[src/rtl/irq_ctrl_if.sv]
// -----------------------------------------------------------------------------
// irq_ctrl_if -- IO bus between the j1 core and a memory-mapped peripheral.
//
// Signals:
//   io_rd    : read strobe, single cycle
//   io_wr    : write strobe, single cycle
//   io_addr  : 16-bit IO address
//   io_dout  : 16-bit write data from the core
//   io_rdata : 16-bit read data from the peripheral (zero when not selected)
//
// Modports:
//   master : the core side (drives strobes/address/data, receives rdata)
//   slave  : the peripheral side
// -----------------------------------------------------------------------------
interface irq_ctrl_if;
  logic        io_rd;
  logic        io_wr;
  logic [15:0] io_addr;
  logic [15:0] io_dout;
  logic [15:0] io_rdata;

  modport master (
    output io_rd, io_wr, io_addr, io_dout,
    input  io_rdata
  );

  modport slave (
    input  io_rd, io_wr, io_addr, io_dout,
    output io_rdata
  );
endinterface

[src/rtl/irq_ctrl.sv]
// -----------------------------------------------------------------------------
// irq_ctrl -- memory-mapped interrupt controller for the j1 core.
//
// Synchronizes 8 asynchronous sources, latches rising edges (edge mode) or
// follows levels (level mode) per source, masks them, and drives a registered
// one-hot request for the highest-priority pending source (bit 7 highest).
//
// Ports:
//   clk      : system clock, rising edge
//   reset    : synchronous, active-high reset
//   irq_src  : raw asynchronous interrupt sources, active high
//   io       : IO bus slave (io_rd, io_wr, io_addr, io_dout -> io_rdata)
//   int_rqst : registered one-hot request to the core
//
// Register map (word offset io_addr[3:1], io_addr[0] ignored):
//   0 PEND   R: {8'h00, PEND}   W: write-1-to-clear edge-mode bits
//   1 MASK   R/W [7:0]
//   2 MODE   R/W [7:0]          1 = edge, 0 = level
//   3 SWTRIG R: 0               W: write-1-to-set edge-mode bits
//   4 ACTIVE R: {12'h000, valid, idx[2:0]}
//   5..7     R: 0               W: ignored
// -----------------------------------------------------------------------------
module irq_ctrl #(
  parameter logic [15:0] BASE     = 16'h0040,
  parameter logic [7:0]  MODE_RST = 8'hFF
) (
  input  logic         clk,
  input  logic         reset,
  input  logic [7:0]   irq_src,
  irq_ctrl_if.slave    io,
  output logic [7:0]   int_rqst
);

  typedef enum logic [2:0] {
    OFF_PEND   = 3'd0,
    OFF_MASK   = 3'd1,
    OFF_MODE   = 3'd2,
    OFF_SWTRIG = 3'd3,
    OFF_ACTIVE = 3'd4
  } reg_off_e;

  logic [7:0] sync1_q, sync1_d;
  logic [7:0] sync2_q, sync2_d;
  logic [7:0] prev_q,  prev_d;
  logic [7:0] pend_q,  pend_d;
  logic [7:0] mask_q,  mask_d;
  logic [7:0] mode_q,  mode_d;
  logic [7:0] int_rqst_q, int_rqst_d;

  logic       sel;
  logic [2:0] off;
  logic       wr_en;
  logic [7:0] rise;
  logic [7:0] clr;
  logic [7:0] swset;
  logic [7:0] req;
  logic       act_valid;
  logic [2:0] act_idx;

  // Address bit 0 and the upper write-data byte carry no meaning here.
  logic unused_bits;
  assign unused_bits = ^{io.io_addr[0], io.io_dout[15:8]};

  assign sel   = (io.io_addr[15:4] == BASE[15:4]);
  assign off   = io.io_addr[3:1];
  assign wr_en = io.io_wr & sel;

  // A source already high when reset releases has prev=0, so it shows up
  // as a rising edge.
  assign rise  = sync2_q & ~prev_q;
  assign clr   = (wr_en && off == OFF_PEND)   ? io.io_dout[7:0] : 8'h00;
  assign swset = (wr_en && off == OFF_SWTRIG) ? io.io_dout[7:0] : 8'h00;
  assign req   = pend_q & mask_q;

  // Next-state for all registers.
  // NOTE: every always_comb output gets a default first so no path leaves
  // a signal unassigned, which would otherwise infer a latch.
  always_comb begin
    sync1_d = irq_src;
    sync2_d = sync1_q;
    prev_d  = sync2_q;
    mask_d  = mask_q;
    mode_d  = mode_q;

    if (wr_en && off == OFF_MASK) mask_d = io.io_dout[7:0];
    if (wr_en && off == OFF_MODE) mode_d = io.io_dout[7:0];

    // The current MODE selects the rule; a 0->1 switch therefore keeps the
    // last level-tracked value, a 1->0 switch follows the level next cycle.
    // Set terms are OR-ed after the clear so set wins over clear.
    for (int i = 0; i < 8; i++) begin
      if (mode_q[i]) pend_d[i] = rise[i] | swset[i] | (pend_q[i] & ~clr[i]);
      else           pend_d[i] = sync2_q[i];
    end

    // Ascending scan: the last hit is the highest set bit.
    int_rqst_d = 8'h00;
    for (int i = 0; i < 8; i++) begin
      if (req[i]) int_rqst_d = 8'(1 << i);
    end
  end

  // NOTE: sequential state uses non-blocking assignments so every flop
  // samples its inputs from before the edge, independent of statement order.
  always_ff @(posedge clk) begin
    if (reset) begin
      sync1_q    <= 8'h00;
      sync2_q    <= 8'h00;
      prev_q     <= 8'h00;
      pend_q     <= 8'h00;
      mask_q     <= 8'h00;
      mode_q     <= MODE_RST;
      int_rqst_q <= 8'h00;
    end else begin
      sync1_q    <= sync1_d;
      sync2_q    <= sync2_d;
      prev_q     <= prev_d;
      pend_q     <= pend_d;
      mask_q     <= mask_d;
      mode_q     <= mode_d;
      int_rqst_q <= int_rqst_d;
    end
  end

  assign int_rqst = int_rqst_q;

  // Encode the active request for the ACTIVE register.
  always_comb begin
    act_valid = |int_rqst_q;
    act_idx   = 3'd0;
    for (int i = 0; i < 8; i++) begin
      if (int_rqst_q[i]) act_idx = 3'(i);
    end
  end

  // Read data is zero unless this block is read, so several peripherals can
  // be OR-combined onto one return bus.
  always_comb begin
    io.io_rdata = 16'h0000;
    if (io.io_rd && sel) begin
      case (off)
        OFF_PEND:   io.io_rdata = {8'h00, pend_q};
        OFF_MASK:   io.io_rdata = {8'h00, mask_q};
        OFF_MODE:   io.io_rdata = {8'h00, mode_q};
        OFF_ACTIVE: io.io_rdata = {12'h000, act_valid, act_idx};
        default:    io.io_rdata = 16'h0000;
      endcase
    end
  end

endmodule

[src/flat_wrapper.sv]
// flat-port wrapper written by rule: the top's interface ports become plain ports
module irq_ctrl_flat 
#(
  parameter logic [15:0] BASE     = 16'h0040,
  parameter logic [7:0]  MODE_RST = 8'hFF
)
  (clk, reset, irq_src, int_rqst, io_io_rd, io_io_wr, io_io_addr, io_io_dout, io_io_rdata);
  irq_ctrl_if io_i ();
  input  logic clk;
  input  logic reset;
  input  logic [7:0] irq_src;
  output logic [7:0] int_rqst;
  input wire logic [$bits(io_i.io_rd)-1:0] io_io_rd;
  input wire logic [$bits(io_i.io_wr)-1:0] io_io_wr;
  input wire logic [$bits(io_i.io_addr)-1:0] io_io_addr;
  input wire logic [$bits(io_i.io_dout)-1:0] io_io_dout;
  output wire logic [$bits(io_i.io_rdata)-1:0] io_io_rdata;
  assign io_i.io_rd = io_io_rd;
  assign io_i.io_wr = io_io_wr;
  assign io_i.io_addr = io_io_addr;
  assign io_i.io_dout = io_io_dout;
  assign io_io_rdata = io_i.io_rdata;
  irq_ctrl #(.BASE(BASE), .MODE_RST(MODE_RST)) u_core (.clk(clk), .reset(reset), .irq_src(irq_src), .io(io_i), .int_rqst(int_rqst));
endmodule
[config.mk]
export PLATFORM = sky130hd
export DESIGN_NAME = irq_ctrl_flat
export DESIGN_NICKNAME = d
export VERILOG_FILES = /design/src/rtl/irq_ctrl_if.sv /design/src/rtl/irq_ctrl.sv /design/src/flat_wrapper.sv
export SDC_FILE = /design/constraint.sdc
export NUM_CORES = 1
export LEC_CHECK = 0
export ABC_AREA = 1
export BUFFER_PORTS_ARGS = -buffer_cell sky130_fd_sc_hd__buf_4
export CAP_MARGIN = 20
export CORE_ASPECT_RATIO = 0.75
export CORE_MARGIN = 1
export CORE_UTILIZATION = 47
export DETAILED_ROUTE_END_ITERATION = 10
export PLACE_DENSITY = 0.76
export SYNTH_ARGS = -nofsm -noshare
export SYNTH_HDL_FRONTEND = slang
export SYNTH_SLANG_ARGS = --single-unit
[constraint.sdc]
create_clock -name clk -period 1.5 [get_ports clk]
set_input_delay 0.375 -clock clk [delete_from_list [all_inputs] [get_ports clk]]
set_output_delay 0.375 -clock clk [all_outputs]
set_load 0.05 [all_outputs]
# After elaboration in Yosys (flattened, before gate mapping)
# Index checks and enable logic that the tools add are counted.
# Widths: inputs -> output; s select.
# totals
ff_bits	56
output_inout_bits	24
input_bits	44
elab_cells	96
# classes
n_mux	27
n_eq_ne	5
n_bitwise	36
reduce_logical	14
# op_table
operator	n
$pmux 8 s4	1
$mux 8	3
$and 8x8->8	2
$mux 16	1
$or 1x1->1	16
$reduce_or 8->1	2
$mux 3	5
$eq 12x3->1 const B	1
$mux 1	10
$and 1x1->1	9
$not 1->1	8
$not 8->8	1
$mux 7	1
$reduce_or 7->1	1
$eq 3x2->1 const B	2
$mux 2	3
$mux 6	1
$reduce_or 6->1	1
$logic_and 1x1->1	5
$mux 5	1
$reduce_or 5->1	1
$mux 4	1
$reduce_or 4->1	1
$eq 3x1->1 const B	1
other kinds (4)	4

# Longest topological paths before layout
# depth
depth_word	9
ltp_mapped	10
mapped_depth_nobuf	10

# Worst setup path before layout
# No wires, ideal clock.
# synth_path
path_kind	input to output
startpoint	input port io_io_addr[12]
endpoint	output port io_io_rdata[1]
cell_stages	7
n_path_buf	0
arrival_time_ns	1.895
setup_slack_ns	-0.770
t_required_ns	1.125
path_cell_list	inv_1 > nand2_1 > nor2_2 > inv_2 > nor2_8 > nand3_1 > a41oi_1
# synth_between
elab_chain_cells	3
# synth_rtl
item	line_no	text
start, declared	flat_wrapper.sv:15	input wire logic [$bits(io_i.io_addr)-1:0] io_io_addr;
$eq 12x3->1	irq_ctrl.sv:64	assign sel = (io.io_addr[15:4] == BASE[15:4]);
$logic_and 1x1->1	irq_ctrl.sv:140	if (io.io_rd && sel) begin
$mux 16	irq_ctrl.sv:140	
end, declared	flat_wrapper.sv:17	output wire logic [$bits(io_i.io_rdata)-1:0] io_io_rdata;
# Every way passes these cells.

# Final worst setup path
# layout_path
startpoint	input port io_io_addr[8]
endpoint	output port io_io_rdata[2]
# The elaborated chain is that of the path after synthesis.

==> results.md <==
* Hold WC Path Type: in2reg
* Crit-path leading delay family: buffers and inverters
* Syn Inst Count at 359
* Commonest cells after routing, fill and taps aside: 70 x nor2_1, 68 x nand2_1, 63 x buf_4
* P_sw at 0.7009 mW
* Number of port buffers at 50
* Initial antenna violation count at 0
* RSZ-0062 raised after global routing: yes
* Routed vias at 2448
* Power Dens Cells at 804.6 nW/um^2
* Top sig layer: met4
* Crit. End Element: output pin
* Nets at 483
* Violated checks: negative setup slack
* Critical Path Fanout Max at 8
* Tmin final at 1.821 ns
* Area delta synth->final at 42.84%
* Pin count of the biggest net entering global routing at 26
* Core area at 4982 sq um
* Rows at 22
* Cell area after synthesis at 2491 sq um
* Routed met3 length at 364 um
* Final core occ at 71.42%
* Maximum vdd ir drop at 0.7393 mV
* Fmax at 549.0 MHz
* CTS Buf Count at 5
* Share of cells above drive strength 1 at 33.41%
* Run status: finished with violations
* First drt pass iteration count at 4
* Startpoint Class: primary input
* Finish-stage setup viols at 8
* CTS tree: done
* Worst path slowest cell: buf_6
* Root Driver: clkbuf_8
* Drt drc at 0
* Yosys warnings at 0
* Synth unique cells at 27
* Vias in the first global route at 2280
* CTS max path bufs at 2
* H-Tree Depth at 2
* Ant. Diodes at 0
* Die width at 86.07 um
* Final ANT Viol Nets at 0
* Worst-path clk slew at 0.10 ns
* CP Class: in2out
* Vias per cell at 4.781
* DR WL met2 at 2708 um
* Avg WL per Cell at 12.01 um
* Max-cap viol count at 0
* Slew Limit Fails at 0
* Total power at 2.863 mW
* GP Congestion at 0.8858
* Total GRT Usage at 23.72%
* Clk pwr share at 34.7%
* WP data arrival at 1.45 ns
* CTS sink cnt at 56
* Global-route wire length before repair at 10290 um
* Flops & latches, synth at 56
* Leak at 1.696 nW
* Hold Fails Final Rpt at 0
* Seq/Total Area, Yosys at 45.00%
* Fin crit share at 121.4%
* Syn avg cell area at 6.939 sq um
* Wire length on met1 at 2963 um
* Later-pin clock latency in the skew report at 0.31 ns
* Place WS at -0.5127 ns
* Post-CTS Hold Buffers at 0
* Die area at 5599 sq um
* Die Ht at 65.05 um
* Combinational share of power at 11.5%
* Fin worst setup slack at -0.3214 ns
* CP required at 1.12 ns
* Clock Skew at 0.004733 ns
* Seq pwr share at 53.8%
* Final wirelength at 6151 um
* Post-DP HPWL at 4515 um
* Global route overflow at 0
* Pint at 2.162 mW
* CP max stage delay at 0.18 ns
* Initial Util at 50.00%
* CP Cell Sequence: buf_6 > inv_2 > nand2_2 > nor2_2 > nand2_2 > nor2_8 > nand3_4 > buf_12 > a41oi_4 > buf_6
* Switching share of power at 24.48%
* Reg2reg setup slack at 0.46 ns
* Initial drt markers at 162
* Most common cell after layout, fill and taps aside: nor2_1
* Buffer and inverter count on the worst path at 4
* Ports at 68
Yosys cell counts:
cell / number / area [sq um]
nand2_1: 76 / 285.3
nor2_1: 74 / 277.8
dfxtp_1: 56 / 1121
inv_1: 53 / 198.9
o21ai_0: 27 / 135.1
a21oi_1: 11 / 55.05
nand4_1: 11 / 68.82
nand3_1: 9 / 45.04
buf_4: 8 / 60.06
a31oi_1: 5 / 31.28
clkbuf_1: 4 / 15.01
buf_2: 3 / 15.01
inv_2: 3 / 11.26
nor2_8: 3 / 60.06
a41oi_1: 2 / 17.52
nor2_2: 2 / 12.51
nor3b_1: 2 / 15.01
and3_1: 1 / 6.260
clkinv_1: 1 / 3.750
conb_1: 1 / 3.750
nand2_2: 1 / 6.260
nand2_4: 1 / 11.26
nand3_2: 1 / 10.01
nor3_1: 1 / 5.000
nor4_1: 1 / 6.260
o21bai_1: 1 / 7.510
or2_2: 1 / 6.260
layout make-up:
cell class	count	area, sq um
Clock buffer	6	72.57
Clock inverter	2	38.79
Fill cell	415	1424
Inverter	57	234.0
Multi-Input combinational cell	238	1313
Sequential cell	56	1126
Tap cell	72	90.09
Timing Repair Buffer	81	684.4
power groups by stage:
stage	clock [mW]	sequential [mW]	combinational, mW
final	0.993	1.54	0.330
after global routing	1.08	1.55	0.363
after CTS	1.01	1.54	0.327
after detailed placement	0	1.58	0.298
after floorplan	0	1.57	0.184
after global placement	0	1.57	0.292
worst min-delay path, cell delays in order:
cell,delay (ns)
buf_4,0.07
inv_1,0.03
nor2_1,0.06
metrics by stage:
stage,hold WS [ns],area [sq um],std cells,setup TNS [ns]
after floorplan,0.3883,2684,366,-2.684
after global placement,0.3903,3262,500,-6.829
after detailed placement,0.3948,3262,500,-7.079
after CTS,0.2575,3550,513,-2.391
after global routing,0.2461,3558,512,-2.804
final,0.2581,3558,512,-2.366
worst paths after layout:
check	cells after the start	to	from
setup / recovery	10	io_io_rdata[2]	io_io_addr[8]
hold / removal	3	u_core.sync1_q[1]	irq_src[1]
setup reg to reg	5	u_core.int_rqst[2]	u_core.pend_q[6]
hold reg to reg	2	u_core.prev_d[5]	u_core.sync1_q[5]
kinds of logic after synthesis:
family | count (synthesis) | share of synthesized area [%]
AND/OR/NAND/NOR | 184 | 32.75
buffers and inverters | 72 | 12.20
flip-flops | 56 | 45.00
AO/OA/AOI/OAI | 46 | 9.895
other | 1 | 0.1505
sequential cells by signal, summed over array words and instances, names as in the netlist:
signal	cells
u_core.sync1_q	8
u_core.prev_d	8
u_core.mode_q	8
u_core.mask_q	8
u_core.int_rqst	8
u_core.pend_q	8
u_core.prev_q	8
metal layers:
metal | vias up | global-route usage (%)
met3 | 13 | 4.968
met2 | 71 | 40.48
met4 | 0 | 8.125
met1 | 1105 | 29.76
met5 | - | 0
li1 | 1259 | -
repair_timing:
| item | in CTS | in global routing |
|---|---|---|
| pin swaps | 16 | 3 |
| endpoints found under the setup margin | 8 | 12 |
| setup buffers | 5 | 0 |
| resized for setup | 45 | 8 |
Power figures use the tool's default switching activity.
